==> src/rtl/iso_lane_steer_gen2.sv <==
// Isochronous main-stream lane steering: frames each line with BE/BS and deals pixel bytes round-robin over 1..MAX_LANES lanes.
// Optional feature macro: ISO_STEER_UNDERRUN_CNT_EN adds a saturating underrun_cnt output.
module iso_lane_steer_gen2 #(
    parameter int         PIX_W     = 48,
    parameter int         MAX_LANES = 4,
    parameter logic [7:0] SYM_BE    = 8'hFB,
    parameter logic [7:0] SYM_BS    = 8'hBC
) (
    input  logic                   clk,
    input  logic                   rst,
    input  logic                   steer_en,
    input  logic [1:0]             lane_sel,
    input  logic [PIX_W-1:0]       pix_data,
    input  logic                   pix_vld,
    input  logic                   pix_last,
    output logic                   pix_rdy,
    output logic [MAX_LANES*8-1:0] lane_sym,
    output logic [MAX_LANES-1:0]   lane_ctrl,
    output logic                   sym_vld,
`ifdef ISO_STEER_UNDERRUN_CNT_EN
    output logic [15:0]            underrun_cnt,
`endif
    output logic                   line_busy
);

    localparam int PIX_BYTES = PIX_W / 8;
    localparam int BUF_BYTES = 2 * ((PIX_BYTES > MAX_LANES) ? PIX_BYTES : MAX_LANES);
    localparam int BUF_W     = BUF_BYTES * 8;
    localparam int FILL_W    = $clog2(BUF_BYTES + 1);
    localparam int LCNT_W    = $clog2(MAX_LANES + 1);

    localparam logic [FILL_W-1:0] PIX_BYTES_F = FILL_W'(PIX_BYTES);
    localparam logic [FILL_W-1:0] RDY_LIMIT   = FILL_W'(BUF_BYTES - PIX_BYTES);
    localparam logic [3:0]        MAX_LANES_4 = 4'(MAX_LANES);

    localparam logic [2:0] S_IDLE   = 3'd0;
    localparam logic [2:0] S_BE     = 3'd1;
    localparam logic [2:0] S_ACTIVE = 3'd2;
    localparam logic [2:0] S_PAD    = 3'd3;
    localparam logic [2:0] S_BSYM   = 3'd4;

    logic [2:0]             r_state;
    logic [BUF_W-1:0]       r_buf;
    logic [FILL_W-1:0]      r_fill;
    logic                   r_last_seen;
    logic [LCNT_W-1:0]      r_lanes;
    logic                   r_pix_rdy;
    logic [MAX_LANES*8-1:0] r_lane_sym;
    logic [MAX_LANES-1:0]   r_lane_ctrl;
    logic                   r_sym_vld;

    logic [3:0]             w_req_lanes;
    logic [LCNT_W-1:0]      w_sel_lanes;
    logic [FILL_W-1:0]      w_lanes_f;
    logic                   w_push;
    logic                   w_start;
    logic [FILL_W-1:0]      w_pop_cnt;
    logic [FILL_W-1:0]      w_base;
    logic [FILL_W-1:0]      w_fill_next;
    logic                   w_last_next;
    logic [2:0]             w_state_next;
    logic                   w_rdy_next;
    logic                   w_vld_next;
    logic [BUF_W-1:0]       w_shifted;
    logic [BUF_W-1:0]       w_ins;
    logic [BUF_W-1:0]       w_mask;
    logic [BUF_W-1:0]       w_buf_next;
    logic [MAX_LANES*8-1:0] w_sym_next;
    logic [MAX_LANES-1:0]   w_ctrl_next;

    assign w_req_lanes = 4'd1 << lane_sel;
    assign w_sel_lanes = (w_req_lanes > MAX_LANES_4) ? LCNT_W'(MAX_LANES) : LCNT_W'(w_req_lanes);
    assign w_lanes_f   = FILL_W'(r_lanes);
    assign w_push      = pix_vld & r_pix_rdy;
    assign w_start     = (r_state == S_IDLE) & steer_en & pix_vld;

    // Next state looks at the post-pop fill so the last data beat runs straight into PAD/BS without a bubble.
    always_comb begin
        w_state_next = r_state;
        w_pop_cnt    = '0;
        w_vld_next   = 1'b0;
        w_last_next  = r_last_seen | (w_push & pix_last);
        case (r_state)
            S_IDLE: begin
                w_last_next = 1'b0;
                if (w_start) w_state_next = S_BE;
            end
            S_BE: begin
                w_vld_next   = 1'b1;
                w_state_next = S_ACTIVE;
            end
            S_ACTIVE: begin
                if (r_fill >= w_lanes_f) begin
                    w_pop_cnt  = w_lanes_f;
                    w_vld_next = 1'b1;
                end
            end
            S_PAD: begin
                w_pop_cnt    = r_fill;
                w_vld_next   = 1'b1;
                w_state_next = S_BSYM;
            end
            S_BSYM: begin
                w_vld_next   = 1'b1;
                w_state_next = S_IDLE;
            end
            default: w_state_next = S_IDLE;
        endcase
        w_fill_next = r_fill - w_pop_cnt + (w_push ? PIX_BYTES_F : '0);
        if (r_state == S_ACTIVE && w_last_next) begin
            if (w_fill_next == '0)
                w_state_next = S_BSYM;
            else if (w_fill_next < w_lanes_f)
                w_state_next = S_PAD;
        end
        w_rdy_next = ((w_state_next == S_BE) || (w_state_next == S_ACTIVE)) &&
                     !w_last_next && (w_fill_next <= RDY_LIMIT);
    end

    // Byte 0 of the buffer is always the next byte to send; pushes land just above what survives the pop.
    assign w_base     = r_fill - w_pop_cnt;
    assign w_shifted  = r_buf >> {w_pop_cnt, 3'b000};
    assign w_ins      = BUF_W'(pix_data) << {w_base, 3'b000};
    assign w_mask     = BUF_W'({PIX_W{1'b1}}) << {w_base, 3'b000};
    assign w_buf_next = w_push ? ((w_shifted & ~w_mask) | w_ins) : w_shifted;

    generate
        for (genvar gi = 0; gi < MAX_LANES; gi++) begin : g_lane
            logic       w_in_l;
            logic       w_in_f;
            logic [7:0] w_sym;
            logic       w_ctrl;

            assign w_in_l = LCNT_W'(gi) < r_lanes;
            assign w_in_f = FILL_W'(gi) < r_fill;

            always_comb begin
                w_sym  = 8'h00;
                w_ctrl = 1'b0;
                case (r_state)
                    S_BE: if (w_in_l) begin
                        w_sym  = SYM_BE;
                        w_ctrl = 1'b1;
                    end
                    S_ACTIVE: if (w_in_l && (r_fill >= w_lanes_f)) w_sym = r_buf[gi*8 +: 8];
                    S_PAD:    if (w_in_f) w_sym = r_buf[gi*8 +: 8];
                    S_BSYM: if (w_in_l) begin
                        w_sym  = SYM_BS;
                        w_ctrl = 1'b1;
                    end
                    default: ;
                endcase
            end

            assign w_sym_next[gi*8 +: 8] = w_sym;
            assign w_ctrl_next[gi]       = w_ctrl;
        end
    endgenerate

    always_ff @(posedge clk) begin
        if (rst) begin
            r_state     <= S_IDLE;
            r_buf       <= '0;
            r_fill      <= '0;
            r_last_seen <= 1'b0;
            r_lanes     <= LCNT_W'(1);
            r_pix_rdy   <= 1'b0;
            r_lane_sym  <= '0;
            r_lane_ctrl <= '0;
            r_sym_vld   <= 1'b0;
        end else begin
            r_state     <= w_state_next;
            r_buf       <= w_buf_next;
            r_fill      <= w_fill_next;
            r_last_seen <= w_last_next;
            if (w_start) r_lanes <= w_sel_lanes;
            r_pix_rdy   <= w_rdy_next;
            r_lane_sym  <= w_sym_next;
            r_lane_ctrl <= w_ctrl_next;
            r_sym_vld   <= w_vld_next;
        end
    end

`ifdef ISO_STEER_UNDERRUN_CNT_EN
    logic        w_underrun;
    logic [15:0] r_underrun_cnt;

    assign w_underrun = (r_state == S_ACTIVE) && (r_fill < w_lanes_f) && !r_last_seen;

    always_ff @(posedge clk) begin
        if (rst || w_start)
            r_underrun_cnt <= '0;
        else if (w_underrun && (r_underrun_cnt != 16'hFFFF))
            r_underrun_cnt <= r_underrun_cnt + 16'd1;
    end

    assign underrun_cnt = r_underrun_cnt;
`endif

    a_no_overflow: assert property (@(posedge clk) disable iff (rst) !(w_push && (r_fill > RDY_LIMIT)));

    assign pix_rdy   = r_pix_rdy;
    assign lane_sym  = r_lane_sym;
    assign lane_ctrl = r_lane_ctrl;
    assign sym_vld   = r_sym_vld;
    assign line_busy = (r_state != S_IDLE);

endmodule

==> config.mk <==
export PLATFORM = sky130hd
export DESIGN_NAME = iso_lane_steer_gen2
export DESIGN_NICKNAME = d
export VERILOG_FILES = /design/src/rtl/iso_lane_steer_gen2.sv
export SDC_FILE = /design/constraint.sdc
export NUM_CORES = 1
export LEC_CHECK = 0
export CAP_MARGIN = 20
export CORE_UTILIZATION = 37
export DETAILED_ROUTE_END_ITERATION = 16
export GPL_TIMING_DRIVEN = 1
export PLACE_DENSITY_LB_ADDON = 0.3
export SYNTH_ARGS = -nofsm -noshare
export SYNTH_HDL_FRONTEND = slang
export SYNTH_SLANG_ARGS = --single-unit
==> constraint.sdc <==
create_clock -name clk -period 5.7 [get_ports clk]
set_input_delay 1.425 -clock clk [delete_from_list [all_inputs] [get_ports clk]]
set_output_delay 1.425 -clock clk [all_outputs]
set_load 0.05 [all_outputs]
# [Word-level counts from Yosys, hierarchy flattened]
# Index checks and enable logic that the tools add are counted.
[op_classes] order_cmp=12 n_bitwise=9 eq_ne=6 reduce_logical=15 add_sub_neg=2 shift=4 mux=37 div_mod_pow=0 multipliers=0
[op_table] operator="2-to-1 mux 8 bit" count=16
[op_table] operator="case mux 8 bit (4 select lines)" count=4
[op_table] operator="AND 96 bit" count=1
[op_table] operator="2-to-1 mux 96 bit" count=1
[op_table] operator="NOT 96 bit" count=1
[op_table] operator="OR 96 bit" count=1
[op_table] operator="left shift 48 x 7 -> 96 bit" count=1
[op_table] operator="left shift 48 x 7 -> 96 bit, first input constant" count=1
[op_table] operator="right shift 96 x 7 -> 96 bit" count=1
[op_table] operator="2-to-1 mux 3 bit" count=7
[op_table] operator="case mux 3 bit (4 select lines)" count=1
[op_table] operator="== test 3 x 2 -> 1 bit, second input constant" count=3
[op_table] operator="< comparator 1 x 4 -> 1 bit, first input constant" count=2
[op_table] operator="< comparator 2 x 4 -> 1 bit, first input constant" count=2
[op_table] operator="case mux 4 bit (2 select lines)" count=1
[op_table] operator="logical AND 1 bit" count=7
[op_table] operator="== test 3 x 1 -> 1 bit, second input constant" count=2
[op_table] operator="< comparator 1 x 3 -> 1 bit, first input constant" count=2
[op_table] operator="< comparator 2 x 3 -> 1 bit, first input constant" count=2
[op_table] operator="2-to-1 mux 1 bit" count=6
[op_table] operator="adder 4 x 3 -> 4 bit" count=1
[op_table] operator="AND 1 bit" count=4
[op_table] operator=">= comparator 4 x 3 -> 1 bit" count=1
[op_table] operator="greater-than comparator 4 x 3 -> 1 bit, second input constant" count=1
[op_table] operator="other kinds (15)" count=16
[word_totals] rom_bits=0 latchBits=0 word_cells=97 mem_bits_rw=0 out_inout_bits=39 in_bits=55 mem_count=0 ff_bits=145

# [Depth between registers and ports, before layout]
# Gate-level depths: netlist (run 1).
[logic_depth] word_depth=13 ltp_mapped=23 depth_no_buf=17

# [Least setup slack after synthesis (run 1)]
# No wires, ideal clock.
[synth_timing] path_type="register -> register" start="reg r_lanes[2]" end="reg r_pix_rdy (netlist: pix_rdy)" path_stages_with_launch=24 required_ps=5586 path_slack_ps=-21 setup_ps=114 arrival_ps=5606 synth_period_minus_slack_ps=5721 n_path_buf=6 cell_sequence="dfxtp_1 -> clkbuf_1 -> inv_1 -> ha_1 -> nand2_1 -> o21ai_2 -> a32oi_4 -> inv_2 -> buf_2 -> buf_2 -> ha_1 -> inv_1 -> fa_1 -> xnor2_1 -> inv_1 -> clkbuf_1 -> clkbuf_1 -> clkbuf_1 -> fa_1 -> ha_1 -> a21oi_1 -> a31oi_1 -> o211ai_1 -> a2111oi_0"
[synth_between] elab_chain_len=13 word_cells_on_any_way=16 cone_classes="add/sub (2); order compare (3); eq/ne (2); mux (5); reduce/logical (4)"
[synth_lines] item="start, declared" line="46" source="logic [LCNT_W-1:0] r_lanes;"
[synth_lines] item="start signal, assigned" line="176" source="if (w_start) r_lanes <= w_sel_lanes;"
[synth_lines] item=">= comparator 4 x 3 -> 1 bit" line="93" source="if (r_fill >= w_lanes_f) begin"
[synth_lines] item="2-to-1 mux 3 bit *" line="93"
[synth_lines] item="case mux 4 bit (2 select lines) *" line="83" source="case (r_state)"
[synth_lines] item="subtractor 4 bit *" line="109" source="w_fill_next = r_fill - w_pop_cnt + (w_push ? PIX_BYTES_F : '0);"
[synth_lines] item="adder 4 x 3 -> 4 bit *" line="109"
[synth_lines] item="via w_fill_next[2]" line="59" source="logic [FILL_W-1:0] w_fill_next;"
[synth_lines] item="< comparator 4 x 3 -> 1 bit" line="113" source="else if (w_fill_next < w_lanes_f)"
[synth_lines] item="2-to-1 mux 3 bit" line="113"
[synth_lines] item="2-to-1 mux 3 bit" line="111" source="if (w_fill_next == '0)"
[synth_lines] item="2-to-1 mux 3 bit" line="110" source="if (r_state == S_ACTIVE && w_last_next) begin"
[synth_lines] item="== test 3 x 1 -> 1 bit / == test 3 x 2 -> 1 bit (equally long branches)" line="116" source="w_rdy_next = ((w_state_next == S_BE) || (w_state_next == S_ACTIVE)) &&"
[synth_lines] item="logical OR 1 bit" line="116"
[synth_lines] item="logical AND 1 bit" line="116"
[synth_lines] item="logical AND 1 bit *" line="117" source="!w_last_next && (w_fill_next <= RDY_LIMIT);"
[synth_lines] item="end signal, assigned" line="177" source="r_pix_rdy <= w_rdy_next;"
[synth_lines] item="end, declared" line="47" source="logic r_pix_rdy;"
# The timed path passes the listed nets; every way through them passes the cells marked *.
# A chain may end at the register's enable or synchronous reset.

# [Worst setup path after layout (run 1)]
[layout_timing] start="reg r_lanes[2]" end="reg r_buf[52]"
[layout_between] elab_chain_len=9 word_cells_on_any_way=11 cone_classes="add/sub (1); order compare (1); shift (3); mux (3); bitwise (3)"
[layout_lines] item=">= comparator 4 x 3 -> 1 bit" line="93"
[layout_lines] item="2-to-1 mux 3 bit *" line="93"
[layout_lines] item="case mux 4 bit (2 select lines) *" line="83"
[layout_lines] item="subtractor 4 bit" line="121" source="assign w_base = r_fill - w_pop_cnt;"
[layout_lines] item="left shift 48 x 7 -> 96 bit" line="124" source="assign w_mask = BUF_W'({PIX_W{1'b1}}) << {w_base, 3'b000};"
[layout_lines] item="NOT 96 bit" line="125" source="assign w_buf_next = w_push ? ((w_shifted & ~w_mask) | w_ins) : w_shifted;"
[layout_lines] item="AND 96 bit" line="125"
[layout_lines] item="OR 96 bit" line="125"
[layout_lines] item="2-to-1 mux 96 bit *" line="125"
[layout_lines] item="end signal, assigned" line="173" source="r_buf <= w_buf_next;"
[layout_lines] item="end, declared" line="43" source="logic [BUF_W-1:0] r_buf;"
# Mark *: on every way between the ends. The rest lies on a longest branch, timed or not.

==> reports/results.tsv, run 1 <==
stage	metric	value	unit
status	status	complete, no violations	
synth	synth_most_common_cell	nand2_1	
clock_tree	cts_resized	0	
floorplan	start_util	0.375	
synth	netlist.area_leader.share	0.298	
job	max-cap-violations	0	
floorplan	coreArea	26000	µm²
clock_tree	clk_latency	0.43	ns
clock_tree	cts_tree	yes	
timing	fin_ws	0.787	ns
placement	dp_hpwl	29.0	mm
placement	place_area	11000	µm²
global_route	grt_pass1_wl	59.6	mm
setup_path	endpoint_kind	flop	
route	drt-initial-drc-count	1717	
clock_tree	cts.path.max_buffers	2	
timing	fin_crit_sh	0.862	
placement	dpl_worst_slack	0.965	ns
setup_path	cp-start-kind	flop	
setup_path	worstPathArrival	5.25	ns
timing	max_freq	204	MHz
clock_tree	htreeDepth	4	
synth	synth_seq_cells	145	
route	wl	39.5	mm
route	wl_per_cell	24.0	µm
floorplan	ios	94	
setup_path	critical_path_required	6.04	ns
timing	setup_viol	0	
synth	synth_cells	1246	
synth	avgSynthCellArea	7.82	µm²
timing	fin_crit	4.91	ns
route	vias	10500	
route	vias_per_cell	6.38	
synth	synthFlopType	dfxtp_1	
clock_tree	cts_hold_buffers	0	
final_layout	syn_to_final_growth	18.3	%
route	drc	0	
clock_tree	postCtsSetupRepairBufs	0	
synth	synth_cell_types	77	
setup_path	worst-path-max-fanout	20	
hold_path	hp-class	flop to flop	
global_route	grt.overflow.total	0	
synth	synthTopCellsByArea	dfxtp_1 (30%), mux2i_1 (13%), nand2_1 (6.7%)	
floorplan	fp.dieW	164	µm
synth	seq_area_frac_synth	0.298	
timing	relSlewSlack	0.336	
clock_tree	numCtsBuffers	17	
final_layout	drive_gt1_frac	0.0877	
power	power_leakage	4.48	nW
floorplan	die_height	164	µm
final_layout	fin_area	11500	µm²
final_layout	final_nets	1364	
synth	syn_nets	1312	
floorplan	fp-row-count	59	
placement	io_buffers	93	
final_layout	post-route-util	0.444	
synth	yosysTopAreaCell	dfxtp_1	
synth	synth_area	9750	µm²
timing	skew	0.0119	ns
timing	slew_viol_final	0	
timing	report.final.hold_viol_count	0	
placement	place_congestion	0.971	
synth	synth.top_cells.by_count	nand2_1 (173), dfxtp_1 (145), mux2i_1 (130)	
timing	finalSetupTns	0	ns
setup_path	worstSetupPathType	flop to flop	
global_route	grt_use_total	0.295	
global_route	antenna_found_initial	0	
synth	async_reset_ff_frac	0	
clock_tree	path_clk_slew	0.06	ns
global_route	grt_pass1_vias	9468	
power	power_density	334	nW/µm²
global_route	grt_max_degree	57	
timing	rsz0062_at_grt	false	
clock_tree	clock-sinks	145	
clock_tree	clockRootBuffer	clkbuf_16	
synth	yosys_warnings	0	
route	ant_nets	0	
final_layout	antenna_cells	0	
synth	synth_edf_count	0	
timing	tightest_slew	0.992	ns
power	vdd_drop_max	0.270	mV
route	dr.pass1.iters	9	
floorplan	die_area	27000	µm²
timing	hold_slack	0.471	ns
==> state kept, by name, indices dropped and copies added, names as in the netlist <==
register	flops
lane_ctrl	4
lane_sym	32
pix_rdy	1
r_buf	96
r_fill	4
r_lanes	3
r_last_seen	1
r_state	3
sym_vld	1
==> through the flow <==
| step | power (mW) | cells |
|---|---|---|
| final | 3.86 | 1646 |
| after detailed placement | 2.68 | 1614 |
| after global routing | 4.00 | 1646 |
| after CTS | 3.79 | 1646 |
| after floorplan | 2.20 | 1246 |
| after global placement | 2.68 | 1613 |
==> path summary, 6_finish.rpt <==
path	startpoint	to	slack, ns	cells after the start
max reg2reg	r_lanes[2]	r_buf[52]	0.79	17
min	r_buf[10]	lane_sym[10]	0.47	2
min reg2reg	r_buf[10]	lane_sym[10]	0.47	2
max	r_lanes[2]	r_buf[52]	0.79	17
==> area by class of cell <==
cell class	instances	area (µm²)
Inverter	22	83.8
Tap cell	335	419
Timing Repair Buffer	129	1200
Multi-Input combinational cell	983	6350
Fill cell	2631	14500
Sequential cell	145	2900
Clock buffer	20	447
Clock inverter	12	131
==> per-layer routing <==
layer  routed length (µm)  global-route usage  up-vias
li1                     -                   -     4781
met1                17800               0.439     4916
met2                16000               0.407      739
met3                 4840              0.0697       64
met4                  892               0.102        0
met5                    0                   0        -
==> power by group <==
part           switching, mW  internal (mW)
registers             0.0895           1.09
clock network          0.463          0.657
logic                   1.05          0.501
total                   1.60           2.25
==> critical path, cell delays in order (launching register included) <==
cell and delay [ns]:
dfxtp_1 0.57, inv_1 0.15, ha_1 0.33, nand2_1 0.08, o21ai_2 0.42, a32oi_4 0.19
inv_2 0.08, ha_2 0.18, inv_1 0.06, fa_2 0.67, inv_1 0.34, nand2_1 0.16
nor2_1 0.74, a21oi_1 0.10, a21oi_1 0.18, buf_4 0.23, o21ai_0 0.11, a21oi_1 0.20
==> logic make-up after synthesis <==
logic type,Yosys count,share of synthesized area
fa+ha+maj,11,0.0157
compound gates,417,0.291
xor+xnor,4,0.00436
simple gates,400,0.179
flops,145,0.298
buf+inv,118,0.0539
mux,151,0.158
==> cell usage in the layout (no fill, tap or decap), drive strengths merged, types with 12 or more instances in the layout <==
cell,count
nand2,173
dfxtp,145
mux2i,131
a21oi,124
nor2,113
clkdlybuf4s50,92
o21ai,59
nand3,39
buf,37
nor3,34
a22oi,30
a31oi,27
o22ai,26
inv,21
mux2,20
a211oi,20
clkbuf,20
a32o,12
o211ai,12
No activity file was read; power rests on OpenSTA's default activity.
==> run 2, diff against run 1 <==
--- a/config.mk
+++ b/config.mk
@@ -6,6 +6,7 @@
 export NUM_CORES = 1
 export LEC_CHECK = 0
 export CAP_MARGIN = 20
+export CORE_MARGIN = 8
 export CORE_UTILIZATION = 37
 export DETAILED_ROUTE_END_ITERATION = 16
 export GPL_TIMING_DRIVEN = 1
==> reports/results.tsv, run 2 (same netlist as run 1, synthesis figures left out) <==
stage	metric	value	unit
hold_path	min-delay-start	r_buf[10]	
clock_tree	htreeDepth	4	
power	power_leakage	4.48	nW
setup_path	max_stage_delay	0.80	ns
final_layout	final_cells	1644	
timing	hold_slack	0.472	ns
setup_path	worstSetupPathType	flop to flop	
global_route	grt_max_degree	70	
timing	fin_crit_sh	0.874	
clock_tree	cts_hold_buffers	0	
final_layout	drive_gt1_frac	0.0856	
setup_path	worstPathCellList	inv_1 > ha_1 > a211oi_2 > o21ai_2 > a32oi_4 > inv_2 > ha_2 > inv_1 > fa_2 > inv_1 > nand2_1 > nor2_1 > a21oi_1 > a21oi_1 > buf_4 > o21ai_0 > a21oi_1	
hold_path	min_path_cells	2	
floorplan	start_util	0.375	
job	max-cap-violations	0	
final_layout	syn_to_final_growth	18.2	%
setup_path	endpoint_kind	flop	
setup_path	reg2reg_from	r_lanes[2]	
final_layout	final_cell_mix	nand2_1 (173), dfxtp_1 (145), mux2i_1 (130), a21oi_1 (124), nor2_1 (112)	
timing	relSlewSlack	0.340	
setup_path	r2r_setup_slack	0.72	ns
setup_path	cp-start-kind	flop	
power	power_density	335	nW/µm²
floorplan	fp.dieW	178	µm
setup_path	reg2regPathDepth	17	
route	ant_nets	0	
clock_tree	clock-sinks	145	
hold_path	min_to	lane_sym[10]	
power	finalPower	3.86	mW
placement	io_buffers	93	
clock_tree	cts.path.max_buffers	2	
route	dr.pass1.iters	6	
setup_path	critical_path_required	6.03	ns
power	vdd_drop_max	0.242	mV
placement	dp_hpwl	29.1	mm
clock_tree	postCtsSetupRepairBufs	0	
setup_path	worst-path-max-fanout	12	
final_layout	final_common_cell	nand2_1	
route	drc	0	
placement	place_congestion	1.04	
final_layout	final_nets	1362	
status	status	complete, no violations	
clock_tree	clk_latency	0.43	ns
floorplan	die_height	178	µm
clock_tree	numCtsBuffers	17	
timing	skew	0.00960	ns
global_route	grt_use_total	0.241	
global_route	grt_pass1_vias	9458	
setup_path	worstPathArrival	5.31	ns
clock_tree	clockRootBuffer	clkbuf_16	
global_route	grt_pass1_wl	59.4	mm
timing	finalSetupTns	0	ns
route	vias_per_cell	6.39	
floorplan	die_area	31800	µm²
floorplan	ios	94	
final_layout	largest_reg_flops	96	
placement	placed_cells	1611	
timing	rsz0062_at_grt	false	
clock_tree	cts_tree	yes	
timing	fin_crit	4.98	ns
route	wl	39.6	mm
route	wl_per_cell	24.1	µm
setup_path	r2r_end	r_buf[53]	
global_route	antenna_found_initial	0	
clock_tree	path_clk_slew	0.06	ns
timing	report.final.hold_viol_count	0	
final_layout	top_register	r_buf	
floorplan	fp-row-count	59	
setup_path	cp_slowest_cell	nor2_1	
timing	max_freq	201	MHz
timing	setup_viol	0	
timing	tightest_slew	0.990	ns
route	drt-initial-drc-count	1798	
route	vias	10500	
floorplan	coreArea	26000	µm²
timing	slew_viol_final	0	
hold_path	hp-class	flop to flop	
clock_tree	cts_resized	0	
global_route	grt.overflow.total	0	
-- run 2: cell count changes in the layout (fill, tap and decap cells not counted), sizes merged --
cell / previous run / this run
diode: 0 / 1
clkbuf: 20 / 22
buf: 37 / 35
inv: 21 / 19
clkinvlp: 4 / 2
clkinv: 7 / 8
-- run 2: cell type report --
type	count	area [µm²]
Clock buffer	22	474
Tap cell	335	419
Multi-Input combinational cell	983	6350
Antenna cell	1	2.50
Clock inverter	9	108
Fill cell	2622	14500
Timing Repair Buffer	127	1190
Inverter	22	83.8
Sequential cell	145	2900
-- run 2: critical path, delay by kind of cell, from the launching register on --
| kind | cells | cell delay (ns) |
|---|---|---|
| compound gates | 7 | 1.42 |
| fa+ha+maj | 3 | 1.05 |
| simple gates | 2 | 1.01 |
| buf+inv | 5 | 0.81 |
| flops | 1 | 0.58 |
-- run 2: worst max path at each step --
stage,startpoint,endpoint,slack [ns],cells past startpoint
after floorplan,r_lanes[2],pix_rdy,0.05,23
after global placement,pix_vld,pix_rdy,0.98,10
after detailed placement,pix_vld,pix_rdy,0.88,10
after CTS,r_lanes[2],r_buf[53],0.89,17
after global routing,r_lanes[2],pix_rdy,0.60,17
final,r_lanes[2],r_buf[53],0.72,17
-- run 2: where the power goes --
group / internal [mW] / switching, mW / total (mW) / leakage (nW)
clock: 0.676 / 0.448 / 1.12 / 0.282
sequential: 1.09 / 0.0863 / 1.18 / 1.17
combinational: 0.499 / 1.06 / 1.56 / 3.03
-- run 2: through the flow --
stage                     area, µm²  setup WS [ns]   util
after global routing          11500          0.602  0.443
after floorplan                9750         0.0472      -
after detailed placement      10900          0.875  0.421
after global placement        10900          0.982  0.421
final                         11500          0.719  0.444
after CTS                     11500          0.894  0.443
-- run 2: routing by layer --
layer  track usage  up-vias  part of all wire
met2         0.323      802              0.39
met3        0.0739       92              0.14
met4        0.0830        0             0.030
met5             0        -                 0
met1         0.354     4846              0.45
li1              -     4758                 -
==> run 3, diff against run 2 <==
==> constraint.sdc (replaced) <==
create_clock -name clk -period 4.71 [get_ports clk]
set_input_delay 1.1775 -clock clk [delete_from_list [all_inputs] [get_ports clk]]
set_output_delay 1.1775 -clock clk [all_outputs]
set_load 0.05 [all_outputs]
==> reports/results.tsv, run 3 (same netlist as run 1, synthesis figures left out) <==
stage	metric	value	unit
timing	report.final.hold_viol_count	0	
setup_path	worst_path_most_repeated_cell	mux2i_1	
clock_tree	cts_hold_buffers	0	
global_route	antenna_found_initial	2	
power	p_sw	2.00	mW
final_layout	antenna_cells	0	
job	max-cap-violations	0	
global_route	grt_pass1_vias	9633	
final_layout	seqCellArea	2900	µm²
global_route	grt_max_degree	61	
setup_path	cp-start-kind	flop	
clock_tree	path_clk_slew	0.07	ns
final_layout	drive_gt1_frac	0.109	
floorplan	die_area	31800	µm²
route	wl_per_cell	24.5	µm
clock_tree	clockRootBuffer	clkbuf_16	
power	vdd_drop_max	0.335	mV
power	power_frac_seq	0.297	
floorplan	fp.dieW	178	µm
setup_path	worstSetupPathType	flop to flop	
setup_path	endpoint_kind	flop	
placement	io_buffers	93	
clock_tree	postCtsSetupRepairBufs	0	
clock_tree	clk_latency	0.44	ns
final_layout	largest_reg_flops	96	
power	combPwrFrac	0.408	
power	internal-power	2.80	mW
final_layout	top_register	r_buf	
power	finalPower	4.80	mW
global_route	grt_pass1_wl	61.8	mm
global_route	grt_use_total	0.253	
timing	max_freq	240	MHz
timing	finalSetupTns	0	ns
hold_path	hp-class	flop to flop	
setup_path	worst-path-max-fanout	28	
setup_path	worstPathCellList	ha_4 > a211oi_2 > o21ai_4 > a32oi_4 > inv_4 > ha_2 > buf_4 > mux2i_1 > mux2i_1 > a32o_1 > a22oi_1 > nor2_1	
timing	fin_crit_sh	0.886	
final_layout	n_fill_cell	2598	
power	pwr-share-clk	0.294	
final_layout	final_nets	1388	
clock_tree	htreeDepth	4	
route	ant_nets	0	
timing	fin_crit	4.17	ns
timing	rsz0062_at_grt	false	
final_layout	final_common_cell	nand2_1	
status	status	complete, no violations	
route	dr.pass1.iters	6	
placement	place_congestion	1.01	
setup_path	path_delay_family	compound AO/OA/AOI/OAI gates	
floorplan	ios	94	
route	drc	0	
timing	slew_viol_final	0	
clock_tree	cts.path.max_buffers	2	
setup_path	cp_slowest_cell	ha_2	
timing	relSlewSlack	0.324	
route	vias	10600	
route	wl	40.9	mm
timing	skew	0.0125	ns
final_layout	multi_input_area	6380	µm²
floorplan	coreArea	26000	µm²
power	power_density	407	nW/µm²
final_layout	syn_to_final_growth	20.9	%
setup_path	max_stage_delay	0.79	ns
setup_path	critical_path_required	5.03	ns
timing	tightest_slew	1.01	ns
clock_tree	cts_resized	0	
timing	setup_viol	0	
route	drt-initial-drc-count	1687	
route	vias_per_cell	6.33	
placement	dp_hpwl	30.5	mm
global_route	grt.overflow.total	0	
setup_path	worstPathArrival	4.49	ns
power	power_leakage	4.64	nW
power	swShare	0.416	
setup_path	worst-path-buf-inv	2	
clock_tree	cts_tree	yes	
floorplan	start_util	0.375	
clock_tree	numCtsBuffers	17	
floorplan	die_height	178	µm
final_layout	final_cell_mix	nand2_1 (173), dfxtp_1 (145), mux2i_1 (130), a21oi_1 (124), nor2_1 (112)	
floorplan	fp-row-count	59	
clock_tree	clock-sinks	145	
run 3: changes by cell type in the layout (fill, tap and decap cells not counted), sizes merged:
cell      delta
clkinv       -1
diode        -1
buf         +26
clkinvlp     -1
inv          +6
clkbuf       -3
run 3: area by class of cell:
cell class / count / share of cell area
Clock buffer: 19 / 0.0384
Clock inverter: 13 / 0.0125
Tap cell: 335 / 0.0356
Timing Repair Buffer: 153 / 0.118
Sequential cell: 145 / 0.246
Multi-Input combinational cell: 983 / 0.541
Inverter: 22 / 0.00733
run 3: per-layer routing:
| metal | wire length [µm] | vias up | global-route usage |
|---|---|---|---|
| li1 | - | 4818 | - |
| met1 | 18000 | 4911 | 0.369 |
| met2 | 16200 | 761 | 0.352 |
| met3 | 5580 | 83 | 0.0711 |
| met4 | 1040 | 2 | 0.0772 |
| met5 | 13 | - | 0 |
run 3: metrics by stage:
stage | area (µm²) | setup slack, ns | util | instances | hold WS, ns
2_1_floorplan | 9850 | 0.0127 | - | 1246 | 0.436
3_3_place_gp | 11200 | 0.722 | 0.430 | 1637 | 0.453
3_5_place_dp | 11200 | 0.636 | 0.430 | 1637 | 0.455
4_1_cts | 11800 | 0.603 | 0.453 | 1669 | 0.468
5_1_grt | 11800 | 0.287 | 0.454 | 1670 | 0.487
6_report | 11800 | 0.539 | 0.454 | 1670 | 0.470
run 3: tightest hold or removal path, cell delays in order (launching register included):
cell and delay (ns):
dfxtp_1 0.31, nand2_1 0.06, a21oi_1 0.06
run 3: final timing paths:
path	to	cells past startpoint	start	slack (ns)
hold reg to reg	lane_sym[5]	2	r_buf[5]	0.47
hold / removal	lane_sym[5]	2	r_buf[5]	0.47
setup / recovery	r_buf[93]	12	r_fill[2]	0.54
setup reg to reg	r_buf[93]	12	r_fill[2]	0.54
run 3: power by group through the flow:
stage | sequential (mW) | clock [mW] | combinational [mW]
3_3_place_gp | 1.45 | 0 | 1.87
2_1_floorplan | 1.42 | 0 | 1.28
3_5_place_dp | 1.45 | 0 | 1.88
6_report | 1.43 | 1.41 | 1.96
4_1_cts | 1.42 | 1.42 | 1.89
5_1_grt | 1.44 | 1.47 | 2.08
==> variant 1 (settings of run 3) <==
Build with the macro `ISO_STEER_UNDERRUN_CNT_EN` defined.
--- a/src/rtl/iso_lane_steer_gen2.sv
+++ b/src/rtl/iso_lane_steer_gen2.sv
@@ -1,5 +1,7 @@
 // Isochronous main-stream lane steering: frames each line with BE/BS and deals pixel bytes round-robin over 1..MAX_LANES lanes.
 // Optional feature macro: ISO_STEER_UNDERRUN_CNT_EN adds a saturating underrun_cnt output.
+`define ISO_STEER_UNDERRUN_CNT_EN
+
 module iso_lane_steer_gen2 #(
     parameter int         PIX_W     = 48,
     parameter int         MAX_LANES = 4,
Check against the original RTL (old outputs only; new: underrun_cnt): equivalent (Yosys induction, for registers that start in step).
==> variant 1 against run 3 <==
  * Worst setup slack got worse by 83 ps
  * Routed wire length rose by 1.7%
  * Sequential cell count is 16 higher
  * Final area up 11%
  * Synthesized area grew 13%
  * Highest routed layer is now met4
  * Cell count increased by 6.3%
  * Die area is 11% higher
  * Global-route usage fell by 2.7 points
  * Clock power up 5%
  * Maximum frequency decreased by 2.0%
  * Total power rose by 3.2%
==> variant 1: results (changes against run 3) <==
Worst setup path
  • Crit-path max cell delay: 640 ps (-150 ps)
  • R2R Setup Slk: 460 ps (-80 ps)
  • Worst r2r src: r_lanes[1]$_SDFFE_PP0P_

Global route
  • Met2 Usage GRT: 0.316 (-0.0366)
  • Global-route wire length before repair: 63500 um (+2.7%)
  • M1 GR Usage: 0.334 (-0.0355)
  • Total track usage: 0.227 (-0.0267)
  • Initial antenna violation count: 0 (-2)

Outcome
  • Outcome: finished, final reports clean

Timing
  • Hold slack: 476 ps (+5.14 ps)
  • Normalized max-slew margin: 0.254 (-0.0704)

Pwr
  • Peak supply drop: 0.288 mV (-14%)
  • P_seq: 1540 uW (+8%)
  • Leak: 0.00548 uW (+18%)

Place
  • # placed instances: 1742 (+6.4%)
  • DP HPWL: 31600 um (+3.5%)
  • GP Congestion: 1.03 (+2.2%)

Routing
  • WL per Instance: 23.4 um (-4.3%)
  • Routed via count: 10791 (+2.0%)

Final layout
  • Layout cells sized above 1: 0.110 (+0.00113)
  • Fin nets: 1439 (+3.7%)

Synthesis
  • Compound-Gate Fraction of Synth Area: 0.206 (-0.0846)
  • Syn_area_per_cell: 8.49 sq um (+8.5%)
  • Xor-xnor portion of the synthesized cell area: 0.0206 (+0.0163)
  • Register area share after synthesis: 0.294 (-0.00425)
  • Post-synth top cells: mux2i_1, dfxtp_1, nor2_1

Worst hold path
  • Worst hold path endpoint: lane_sym[3]$_SDFF_PP0_
## variant 1: per-layer routing
layer | vias to the layer above | share of wire
met5 | - | 0
met1 | 5120 | 0.46
met3 | 70 | 0.11
met4 | 0 | 0.024
li1 | 4943 | -
met2 | 658 | 0.41
## variant 1: cell type report
| type | instances | area (sq um) |
|---|---|---|
| clock inverters | 13 | 175 |
| fillers | 2960 | 16300 |
| clock buffers | 19 | 443 |
| repair buffers | 151 | 1410 |
| well taps | 390 | 488 |
| multi-input cells | 1026 | 7250 |
| inverters | 15 | 62.6 |
| flip-flops and latches | 161 | 3220 |
## variant 1: critical path, delay by kind of cell, from the launching register on
family | cells | cell delay [ps]
xor gates and xnor gates | 1 | 230
and+or+nand+nor | 4 | 1000
AOI/OAI and AO/OA | 3 | 520
DFF | 1 | 430
buffers and inverters | 4 | 250
adders and majority gates | 5 | 1710
## variant 1: worst max-delay path by stage
stage,startpoint,end,slack (ps),cells after the start
after floorplan,r_lanes[2]$_SDFFE_PP0P_,pix_rdy$_SDFF_PP0_,10,25
after global placement,r_lanes[1]$_SDFFE_PP0P_,pix_rdy$_SDFF_PP0_,710,17
after detailed placement,r_lanes[1]$_SDFFE_PP0P_,pix_rdy$_SDFF_PP0_,530,17
after CTS,r_lanes[1]$_SDFFE_PP0P_,pix_rdy$_SDFF_PP0_,520,17
after global routing,r_lanes[1]$_SDFFE_PP0P_,pix_rdy$_SDFF_PP0_,330,17
final,r_lanes[1]$_SDFFE_PP0P_,pix_rdy$_SDFF_PP0_,460,17
## variant 1: metrics by stage
stage	cell area, sq um	total power [uW]	worst slack [ps]
after floorplan	11100	2880	10.6
after global placement	12400	3420	710
after detailed placement	12400	3430	530
after CTS	13000	4910	516
after global routing	13100	5150	329
final	13100	4950	455
==> variant 2 (settings of run 3) <==
Without the edit above. Take the reset off `r_buf` and load it in a clocked block of its own.
--- a/src/rtl/iso_lane_steer_gen2.sv
+++ b/src/rtl/iso_lane_steer_gen2.sv
@@ -160,7 +160,6 @@
     always_ff @(posedge clk) begin
         if (rst) begin
             r_state     <= S_IDLE;
-            r_buf       <= '0;
             r_fill      <= '0;
             r_last_seen <= 1'b0;
             r_lanes     <= LCNT_W'(1);
@@ -170,7 +169,6 @@
             r_sym_vld   <= 1'b0;
         end else begin
             r_state     <= w_state_next;
-            r_buf       <= w_buf_next;
             r_fill      <= w_fill_next;
             r_last_seen <= w_last_next;
             if (w_start) r_lanes <= w_sel_lanes;
@@ -181,6 +179,10 @@
         end
     end
 
+    always_ff @(posedge clk) begin
+        r_buf <= w_buf_next;
+    end
+
 `ifdef ISO_STEER_UNDERRUN_CNT_EN
     logic        w_underrun;
     logic [15:0] r_underrun_cnt;
Behaviour: no difference found for any inputs over 4 cycles, from zero or initial values and one cycle with rst high; that may be too few to reach the edited logic, so the function may still have changed.
==> variant 2 against run 3 <==
  * Final area is 3.5% lower
  * Maximum frequency up 1.6%
  * Total power up 27%
  * Synthesized area decreased by 2.8%
  * Sequential cell count unchanged
  * Count of clock-buffer cells in the layout grew 1
  * Routed wire length fell by 10%
  * Sequential share of layout area rose by 0.89 points
  * Worst setup slack better by 67 ps
  * Global-route usage decreased by 2.1 points
  * Synthesized cell count shrank 4.1%
  * Non-clock buffer count fell by 24
  * Cell count is 4.1% lower
  * Combinational power increased by 31%
  * Critical endpoint is now r_buf[57]$_DFF_P_
  * Largest power group unchanged
==> variant 2: results (changes against run 3) <==
Global route
  • Total track usage: 0.233 (-0.0209)
  • Vias in the first global route: 9361 (-2.8%)
  • Global-route wire length before repair: 56500 um (-8.6%)
  • Congestion Overflow GR: 0 (unchanged)
  • Routing usage on met3: 0.0667 (-0.00447)
  • Largest net degree at the start of global routing: 68 (+11%)
  • M1 GR Usage: 0.337 (-0.0317)
  • Initial antenna violation count: 0 (-2)
  • Met2 Usage GRT: 0.323 (-0.0297)

Pwr
  • Leak: 0.00499 uW (+7.5%)
  • Peak supply drop: 0.262 mV (-22%)
  • Comb pwr share: 0.423 (+0.015)
  • Flop pwr share: 0.334 (+0.037)
  • Pwr Total: 6070 uW (+27%)
  • Net switching power figure: 2520 uW (+26%)

Clocking
  • H-tree depth: 4 (unchanged)
  • Setup Buffers After CTS: 0 (unchanged)

Place
  • # placed instances: 1569 (-4.2%)
  • Dpl ws: 685 ps (+48.6 ps)
  • DP HPWL: 27400 um (-10%)
  • GP Congestion: 0.981 (-2.8%)
  • Dpl cell area: 10700 sq um (-3.8%)

Worst setup path
  • Critical Path Fanout Max: 10 (-64%)
  • Crit-path max cell delay: 510 ps (-280 ps)
  • Data arrival time of the worst path: 4430 ps (-60 ps)
  • Slowest stage cell, crit path: nor3_2

Synthesis
  • Syn_area_per_cell: 7.93 sq um (+1.4%)
  • Post-Synth Adder-Cell Area: 0.0161 (+0.000444)
  • Register area share after synthesis: 0.306 (+0.00845)
  • Distinct cells, synth: 67 (-13%)
  • Area share of the largest cell type after synthesis: 0.306 (+0.00845)
  • Top cells by area, synth: dfxtp_1, mux2i_1, nand2_1
  • Mux contribution to synthesized area: 0.165 (+0.00699)
  • Post-synth top cells: nand2_1, dfxtp_1, mux2i_1
  • FFs w/ async S/R, synth: 0 (unchanged)
  • Compound-Gate Fraction of Synth Area: 0.249 (-0.0420)
  • Xor-xnor portion of the synthesized cell area: 0.00330 (-0.00106)

Outcome
  • Outcome: finished, final reports clean

Final layout
  • Layout cells sized above 1: 0.0991 (-0.00948)
  • Multi-input logic area: 6100 sq um (-4.4%)
  • Largest register FFs: 96 (unchanged)
  • Fin nets: 1324 (-4.6%)
  • Fill cells: 2537 (-2.3%)
  • Number of diodes: 0 (unchanged)

Routing
  • WL per Instance: 22.9 um (-6.6%)
  • Met2 WL post-DR: 14700 um (-9.6%)
  • DRT iter0 DRCs: 1460 (-13%)
  • Routed via count: 9869 (-6.7%)
  • WL met1: 16600 um (-8.1%)
  • Vias/cell: 6.16 (-2.7%)
  • Top routing layer used: met4
  • WL met3: 4550 um (-19%)

Timing
  • Hold slack: 468 ps (-2.81 ps)
  • Setup WS post-layout: 605 ps (+66.8 ps)
  • Clock skew: 9.24 ps (-3.28 ps)
  • Normalized max-slew margin: 0.392 (+0.0674)
## variant 2: cell count changes after synthesis, moves of 9 or more
cell      change
a21oi_1      -36
nand3_1      +36
nor3_1       -19
a221o_1      +12
mux2i_1      -12
buf_2        -11
nand2_1      +11
a211oi_1      -9
nor2_1        -9
## variant 2: path summary, 6_finish.rpt
check	startpoint	to	cells after the start
setup / recovery	r_lanes[1]$_SDFFE_PP0P_	r_buf[57]$_DFF_P_	14
hold / removal	r_buf[4]$_DFF_P_	lane_sym[4]$_SDFF_PP0_	2
setup reg to reg	r_lanes[1]$_SDFFE_PP0P_	r_buf[57]$_DFF_P_	14
hold reg to reg	r_buf[4]$_DFF_P_	lane_sym[4]$_SDFF_PP0_	2
## variant 2: layout make-up
cell class / instances / area share
Sequential cell: 145 / 0.255
Timing Repair Buffer: 129 / 0.108
Inverter: 25 / 0.00902
Clock inverter: 12 / 0.0155
Multi-Input combinational cell: 940 / 0.536
Clock buffer: 20 / 0.0401
Tap cell: 330 / 0.0363
